===== src/rtl/gold_router_vc.sv =====
// gold_router_vc: three-port (cw, ccw, PE) ring router with two virtual channels.
//
// Each input has one FIFO per VC and each output has one single-entry register per VC.
// The VCs alternate roles every cycle. The VC equal to polarity is in its external
// phase: inputs fill their FIFO[polarity] and outputs present outreg[polarity]. The
// other VC is in its internal phase: FIFO heads move into outregs, with arbitration.
//
// Ports:
//   clk, reset               clock, synchronous active-high reset
//   polarity                 current phase (0 = even, 1 = odd)
//   cwsi/ccwsi/pesi          input valid     cwri/ccwri/peri   input ready
//   cwdi/ccwdi/pedi          input packets
//   cwso/ccwso/peso          output valid    cwro/ccwro/pero   downstream ready
//   cwdo/ccwdo/pedo          output packets; the VC bit is forced to polarity
module gold_router_vc #(
    parameter int unsigned PACKET_SIZE = 64,
    parameter int unsigned BUF_DEPTH   = 2,
    parameter int unsigned HOP_W       = 8
) (
    input  logic                   clk,
    input  logic                   reset,
    output logic                   polarity,
    input  logic                   cwsi,
    input  logic                   ccwsi,
    input  logic                   pesi,
    output logic                   cwri,
    output logic                   ccwri,
    output logic                   peri,
    input  logic [PACKET_SIZE-1:0] cwdi,
    input  logic [PACKET_SIZE-1:0] ccwdi,
    input  logic [PACKET_SIZE-1:0] pedi,
    output logic                   cwso,
    output logic                   ccwso,
    output logic                   peso,
    input  logic                   cwro,
    input  logic                   ccwro,
    input  logic                   pero,
    output logic [PACKET_SIZE-1:0] cwdo,
    output logic [PACKET_SIZE-1:0] ccwdo,
    output logic [PACKET_SIZE-1:0] pedo
);

    localparam int unsigned PW     = (BUF_DEPTH > 1) ? $clog2(BUF_DEPTH) : 1;
    localparam int unsigned CW     = $clog2(BUF_DEPTH + 1);
    localparam int unsigned HOP_HI = PACKET_SIZE - 9;

    typedef logic [PACKET_SIZE-1:0] pkt_t;

    // Port index 0 = cw, 1 = ccw, 2 = PE (for inputs and outputs alike)
    logic          polarity_q;
    pkt_t          fifo_mem_q [3][2][BUF_DEPTH];
    logic [PW-1:0] rd_ptr_q   [3][2];
    logic [PW-1:0] wr_ptr_q   [3][2];
    logic [CW-1:0] count_q    [3][2];
    logic          out_vld_q  [3][2];
    pkt_t          out_dat_q  [3][2];
    logic          rr_ptr_q   [3][2];

    logic       pol, ip;
    logic [2:0] in_vld, in_rdy, out_rdy, push, pop, head_req, mv_en, rr_flip;
    pkt_t       in_dat [3];
    pkt_t       head_mv [3];
    logic [1:0] head_tgt [3];
    pkt_t       mv_dat [3];

    function automatic logic [PW-1:0] ptr_inc(input logic [PW-1:0] p);
        return (p == PW'(BUF_DEPTH - 1)) ? '0 : p + PW'(1);
    endfunction

    assign pol      = polarity_q;
    assign ip       = ~polarity_q;
    assign polarity = polarity_q;

    assign in_vld  = {pesi, ccwsi, cwsi};
    assign out_rdy = {pero, ccwro, cwro};
    assign in_dat[0] = cwdi;
    assign in_dat[1] = ccwdi;
    assign in_dat[2] = pedi;

    // External phase: accept into FIFO[polarity] whenever it has room
    always_comb begin
        for (int i = 0; i < 3; i++) begin
            in_rdy[i] = (count_q[i][pol] != CW'(BUF_DEPTH));
            push[i]   = in_vld[i] & in_rdy[i];
        end
    end

    assign cwri  = in_rdy[0];
    assign ccwri = in_rdy[1];
    assign peri  = in_rdy[2];

    // Internal phase: route each FIFO[!polarity] head and rewrite its hop field
    always_comb begin
        for (int i = 0; i < 3; i++) begin
            head_mv[i]  = fifo_mem_q[i][ip][rd_ptr_q[i][ip]];
            head_req[i] = (count_q[i][ip] != '0);
            head_tgt[i] = 2'd2;
            if (i == 2) begin
                head_tgt[i] = head_mv[i][PACKET_SIZE-2] ? 2'd1 : 2'd0;
            end else if (head_mv[i][HOP_HI -: HOP_W] != '0) begin
                head_tgt[i] = 2'(i);
                head_mv[i][HOP_HI -: HOP_W] = head_mv[i][HOP_HI -: HOP_W] >> 1;
            end
        end
    end

    // Per-output arbitration on VC !polarity between a ring-side contender (r)
    // and the other contender (x); pointer 0 favours r.
    always_comb begin
        int   r, x;
        logic req_r, req_x, pick_x, free;
        pop     = '0;
        mv_en   = '0;
        rr_flip = '0;
        for (int o = 0; o < 3; o++) begin
            r         = (o == 2) ? 0 : o;
            x         = (o == 2) ? 1 : 2;
            req_r     = head_req[r] && (head_tgt[r] == 2'(o));
            req_x     = head_req[x] && (head_tgt[x] == 2'(o));
            free      = ~out_vld_q[o][ip];
            pick_x    = req_x && (!req_r || rr_ptr_q[o][ip]);
            mv_dat[o] = pick_x ? head_mv[x] : head_mv[r];
            mv_en[o]  = free && (req_r || req_x);
            rr_flip[o] = free && req_r && req_x;
            if (mv_en[o]) begin
                pop[pick_x ? x : r] = 1'b1;
            end
        end
    end

    always_ff @(posedge clk) begin
        if (reset) begin
            polarity_q <= 1'b0;
            for (int i = 0; i < 3; i++) begin
                for (int v = 0; v < 2; v++) begin
                    rd_ptr_q[i][v]  <= '0;
                    wr_ptr_q[i][v]  <= '0;
                    count_q[i][v]   <= '0;
                    out_vld_q[i][v] <= 1'b0;
                    rr_ptr_q[i][v]  <= 1'b0;
                end
            end
        end else begin
            polarity_q <= ~polarity_q;
            // FIFO[pol] only pushes and FIFO[!pol] only pops, so no shared-counter case
            for (int i = 0; i < 3; i++) begin
                if (push[i]) begin
                    fifo_mem_q[i][pol][wr_ptr_q[i][pol]] <= in_dat[i];
                    wr_ptr_q[i][pol] <= ptr_inc(wr_ptr_q[i][pol]);
                    count_q[i][pol]  <= count_q[i][pol] + CW'(1);
                end
                if (pop[i]) begin
                    rd_ptr_q[i][ip] <= ptr_inc(rd_ptr_q[i][ip]);
                    count_q[i][ip]  <= count_q[i][ip] - CW'(1);
                end
            end
            for (int o = 0; o < 3; o++) begin
                if (out_vld_q[o][pol] && out_rdy[o]) begin
                    out_vld_q[o][pol] <= 1'b0;
                end
                if (mv_en[o]) begin
                    out_vld_q[o][ip] <= 1'b1;
                    out_dat_q[o][ip] <= mv_dat[o];
                end
                if (rr_flip[o]) begin
                    rr_ptr_q[o][ip] <= ~rr_ptr_q[o][ip];
                end
            end
        end
    end

    // Valids are gated so they read 0 while reset is held, even before the first edge
    always_comb begin
        cwso  = out_vld_q[0][pol] & ~reset;
        ccwso = out_vld_q[1][pol] & ~reset;
        peso  = out_vld_q[2][pol] & ~reset;
        cwdo  = out_dat_q[0][pol];
        ccwdo = out_dat_q[1][pol];
        pedo  = out_dat_q[2][pol];
        cwdo[PACKET_SIZE-1]  = pol;
        ccwdo[PACKET_SIZE-1] = pol;
        pedo[PACKET_SIZE-1]  = pol;
    end

endmodule


===== config.mk =====
export PLATFORM = sky130hd
export DESIGN_NAME = gold_router_vc
export DESIGN_NICKNAME = d
export VERILOG_FILES = /design/src/rtl/gold_router_vc.sv
export SDC_FILE = /design/constraint.sdc
export NUM_CORES = 1
export LEC_CHECK = 0
export CORE_ASPECT_RATIO = 0.75
export CORE_MARGIN = 4
export CORE_UTILIZATION = 30
export CTS_BUF_LIST = sky130_fd_sc_hd__clkbuf_4 sky130_fd_sc_hd__clkbuf_8 sky130_fd_sc_hd__clkbuf_16
export DETAILED_ROUTE_END_ITERATION = 16
export GPL_ROUTABILITY_DRIVEN = 0
export SYNTH_ARGS = -nofsm -noshare
export SYNTH_HDL_FRONTEND = slang
export SYNTH_SLANG_ARGS = --single-unit

===== constraint.sdc =====
create_clock -name clk -period 8.38 [get_ports clk]
set_input_delay 1.676 -clock clk [delete_from_list [all_inputs] [get_ports clk]]
set_output_delay 1.676 -clock clk [all_outputs]
set_load 0.02 [all_outputs]

* Word-level counts from Yosys, hierarchy flattened
Memories as Yosys holds them, arrays and structs flattened. Cells that the tools add are included.
Storage, ports and cells: register bits after elaboration 1, RAM bits 1188, output and inout bits 199, word-level logic and storage cells 420, memories 7
Cells by class: add/subtract/negate cells 12, magnitude comparators 19, equal/unequal tests 7, multiplexer cells 251, bitwise logic cells 78, reductions and logical operators 45
Memory list:
- fifo_mem_q | depth 3, bits a word 256, rd ports 3, clocked after Yosys merged registers in 0, wr ports 3, line 51 | pkt_t fifo_mem_q [3][2][BUF_DEPTH];
- out_dat_q | depth 3, bits a word 128, rd ports 3, clocked after Yosys merged registers in 0, wr ports 3, line 56 | pkt_t out_dat_q [3][2];
- count_q | depth 3, bits a word 4, rd ports 3, clocked after Yosys merged registers in 0, wr ports 3, line 54 | logic [CW-1:0] count_q [3][2];
- out_vld_q | depth 3, bits a word 2, rd ports 3, clocked after Yosys merged registers in 0, wr ports 3, line 55 | logic out_vld_q [3][2];
- rd_ptr_q | depth 3, bits a word 2, rd ports 3, clocked after Yosys merged registers in 0, wr ports 3, line 52 | logic [PW-1:0] rd_ptr_q [3][2];
- rr_ptr_q | depth 3, bits a word 2, rd ports 3, clocked after Yosys merged registers in 0, wr ports 3, line 57 | logic rr_ptr_q [3][2];
- +1 memories
Operators with widths (number):
- 128-bit two-way mux | 15
- 64-bit two-way mux | 16
- 256-bit two-way mux | 3
- 63-bit two-way mux | 9
- 128-bit demux with 1-bit select | 3
- 64-bit demux with 1-bit select | 4
- 1-bit two-way mux | 144
- 2-bit two-way mux | 39
- 1-bit bitwise OR | 54
- 1-bit logical AND | 29
- 4-bit two-way mux | 6
- 2-bit >= comparator, second input constant | 8
- 8-bit two-way mux | 2
- 1-bit inverter with 2-bit output | 8
- 8-bit nonzero test | 2
- 2-bit by 1-bit less-than comparator with 1-bit output, second input constant | 5
- 3-bit two-way mux | 3
- 1-bit inverter | 8
- 1-bit adder, second input constant | 6
- 2-bit by 1-bit adder with 2-bit output, second input constant | 3
- 1-bit bitwise AND | 6
- 1-bit demux with 2-bit select | 3
- 1-bit logical OR | 6
- 2-bit by 3-bit less-than comparator with 1-bit output, second input constant | 2
- other kinds (14) | 28

* Depth between registers and ports, before layout
depth after elaboration 30, gate-level depth with buffers 15

* Least setup slack after synthesis
OpenSTA, ideal clock, no wires.
kind register -> register, start point register polarity_q, in the netlist polarity, end point memory out_vld_q[0][4] in the netlist's numbering (data pin), library setup time 1.054 ns, data arrival time 7.023 ns, slack 0.303 ns, cell stages (with the launch flop) 13, path buffers 7, cell sequence dfxtp_1 -> buf_6 -> buf_4 -> buf_2 -> buf_2 -> buf_2 -> clkbuf_1 -> mux2i_1 -> ha_1 -> clkbuf_1 -> and2b_4 -> nor2b_1 -> nor3_1
RTL lines:
- start: declaration | line 50 | logic polarity_q;
- start signal: assignment | line 144 | polarity_q <= ~polarity_q;
- end: declaration | line 55

* Worst setup path in the final report
start point register polarity_q, in the netlist polarity, end point output port cwdo[40]
On the way: longest elaborated chain between the ends 4
RTL lines:
- 1-bit inverter with 2-bit output (not written as such) | line 177 | cwdo = out_dat_q[0][pol];
- 63-bit two-way mux (not written as such) (3 in series) | line 177
- end: declaration | line 38 | output logic [PACKET_SIZE-1:0] cwdo,
Every way passes these cells. The select of a mux whose other input is x is not followed.

==> results.toml <==
[floorplan]
fp.dieArea_um2 = 163000
floorplan.die.width_um = 464
design.core.area_um2 = 155000
number_of_i_o_pins = 399
die_h_um = 350
std_cell_rows = 125
starting_density_of_the_core_pct = 30.2

[timing]
slew_violations = 0
fmax_ghz = 0.184
final-hold-violation-count = 0
setup_total_negative_slack_ns = 0
fin_ws_ns = 2.93
maxSlewHeadroom_pct = 18.8
grt_setup_unrepaired = "false"
worst_slew_pin_tran_ns = 1.22
finalClockSkew_ns = 0.0540
post-route-min-period_ns = 5.45
final_number_of_setup_violating_endpoints = 0
part_of_the_cycle_the_worst_path_needs_pct = 65.0

[clock_tree]
tritoncts_num_sinks = 1171
worst_skew_pair.late_latency_ns = 0.77
cts_made_buffers = 119
clock_tree.buffer_depth = 3
htreeDepth = 3
cts_resized = 0
cts_hold_buf = 0
cts_setup_buffers = 0
clockRootBuffer = "sky130_fd_sc_hd__clkbuf_16"
cts_tree = "done"
cts.reportedPaths.clkPinSlew_ns = 0.07

[synth]
synth_top_area_share_pct = 75.0
synth_area_leaders = "sky130_fd_sc_hd__edfxtp_1, sky130_fd_sc_hd__mux2_2, sky130_fd_sc_hd__mux2i_1, sky130_fd_sc_hd__a21oi_1, sky130_fd_sc_hd__nor2_1"
asyncSetResetFlopFracSynth_pct = 0
yosys.cell_types.count = 54
sequential_area_share_after_synthesis_pct = 75.0
synth_area_leader_cell = "sky130_fd_sc_hd__edfxtp_1"
syn_inst = 2670
synth_enable_flop_cells = 1170
synthesis.yosys.warnings = 0
ys_seq_elements = 1171
netlist_area_um2 = 46900
yosys_most_used_dff = "sky130_fd_sc_hd__edfxtp_1"
syn_area_per_cell_um2 = 17.6

[outcome]
run_status = "finished, final reports clean"

[place]
post-dp-hpwl_mm = 87.0
dpl.cell_count = 5076
pre_cts_ws_ns = 3.04
port_buffers = 395

[pwr]
vdd.ir_drop.worst_mv = 0.166
power-per-cell-area_nw_per_um2 = 243
static-leakage-power_nw = 19.2
design_power_total_mw = 14.0

[critical_path]
endpoint_kind = "primary output"
cp_cell_sequence = "buf_12, buf_12, mux2_2, clkdlybuf4s50_1"
worst_path_most_repeated_cell = "sky130_fd_sc_hd__buf_12"
slowest_stage = "sky130_fd_sc_hd__dfxtp_4"
worstPathRequired_ns = 6.70
worstPathMaxFanout = 84
worst-endpoint-arrival_ns = 3.77
setup.worst_path.class = "reg -> out"
critical-path-max-stage-delay_ns = 0.95
critical_path.startpoint_type = "flop"

[drt]
route.detailed.drc = 0
detailedRoute.firstPassIterationCount = 5
overall_routed_net_length_mm = 136
antenna_left = 0
dr_total_vias = 25286
avgViaCountPerCell = 4.76
first_drt_iteration_drcs = 2120
route.detailed.wl_per_inst_um = 25.6

[global_routing]
first_pass_grt_wire_length_mm = 190
grt_max_degree = 116
congestion_overflow_gr = 0
grtUsageTotal_pct = 16.3
number_of_antenna_violations_at_the_first_check_in_global_routing = 43
vias_in_the_first_global_route = 25570

[hold_path]
hold_path_class = "reg -> reg"

[finish]
layout.cells.most_common_list = "sky130_fd_sc_hd__edfxtp_1, sky130_fd_sc_hd__clkdlybuf4s50_1, sky130_fd_sc_hd__mux2_2"
finish.cell_count_without_fillers = 5307
layout.nets = 3308
most_common_library_cell_in_the_layout_ignoring_fill_and_taps = "sky130_fd_sc_hd__edfxtp_1"
area_growth_syn_to_layout_pct = 22.4
drive_above_1_share_pct = 20.7

[flow_run]
max_cap_violations = 0
-- critical path, delay by kind of cell (launching register included) --
| kind | cells | cell delay, ns |
|---|---|---|
| mux | 1 | 0.42 |
| flops | 1 | 0.95 |
| buf+inv | 3 | 1.56 |
-- path summary, 6_finish.rpt --
kind | startpoint | end | slack, ns | cells after the start
worst max register to register | rd_ptr_q[0][3] | out_dat_q[0][333] | 3.69 | 10
worst min-delay path | rr_ptr_q[0][0] | rr_ptr_q[0][0] | 0.57 | 1
worst max-delay path | polarity | cwdo[40] | 2.93 | 4
worst min register to register | rr_ptr_q[0][0] | rr_ptr_q[0][0] | 0.57 | 1
-- cells by family after synthesis --
kind of cell / after synthesis / share of synthesized area (%)
AO/OA/AOI/OAI: 257 / 3.16
other: 1 / 0.00800
adder cells (fa/ha/maj): 6 / 0.160
AND/OR/NAND/NOR: 339 / 3.16
buffers and inverters: 148 / 1.52
multiplexers: 748 / 17.0
flip-flops: 1171 / 75.0
-- state kept, by name, indices dropped and copies added (netlist names) --
| signal | cells |
|---|---|
| count_q | 12 |
| fifo_mem_q | 756 |
| out_dat_q | 378 |
| out_vld_q | 6 |
| polarity | 1 |
| rd_ptr_q | 6 |
| rr_ptr_q | 6 |
| wr_ptr_q | 6 |
-- cell type report --
| cell class | instances | area [um2] |
|---|---|---|
| Antenna cell | 15 | 37.5 |
| Clock buffer | 141 | 3160 |
| Clock inverter | 75 | 766 |
| Fill cell | 14463 | 97600 |
| Inverter | 6 | 30.0 |
| Multi-Input combinational cell | 1352 | 11100 |
| Sequential cell | 1171 | 35200 |
| Tap cell | 2095 | 2620 |
| Timing Repair Buffer | 452 | 4430 |
-- routing by layer --
| metal | track usage, % | share of wire, % | vias up |
|---|---|---|---|
| met5 | 0 | 0.11 | - |
| met3 | 3.67 | 5.5 | 189 |
| met1 | 22.0 | 45 | 13156 |
| met2 | 26.8 | 47 | 637 |
| li1 | - | - | 11282 |
| met4 | 4.26 | 2.3 | 22 |
-- report_power, final --
group          switching [mW]  internal [mW]  total (mW)
Sequential             0.0694           6.80        6.87
Clock                    2.33           3.02        5.35
Combinational            1.08          0.670        1.75
-- metrics by stage --
step | hold slack, ns | instance area, um2 | utilization (%)
floorplan | 0.533 | 46900 | -
global placement | 0.552 | 53400 | 34.4
detailed placement | 0.554 | 53400 | 34.4
CTS | 0.564 | 57300 | 37.0
global route | 0.582 | 57300 | 37.0
finish | 0.568 | 57400 | 37.0
-- cells in the mapped netlist (all sizes together), types with 10 or more instances --
library cell	n
edfxtp	1170
mux2	375
mux2i	372
nor2	224
a21oi	178
clkbuf	76
buf	66
nand2	30
nor3	22
o21ai	19
nand2b	16
o21bai	13
a31oi	11
nor4	10
Note: power is estimated with default switching activity, not from simulation.
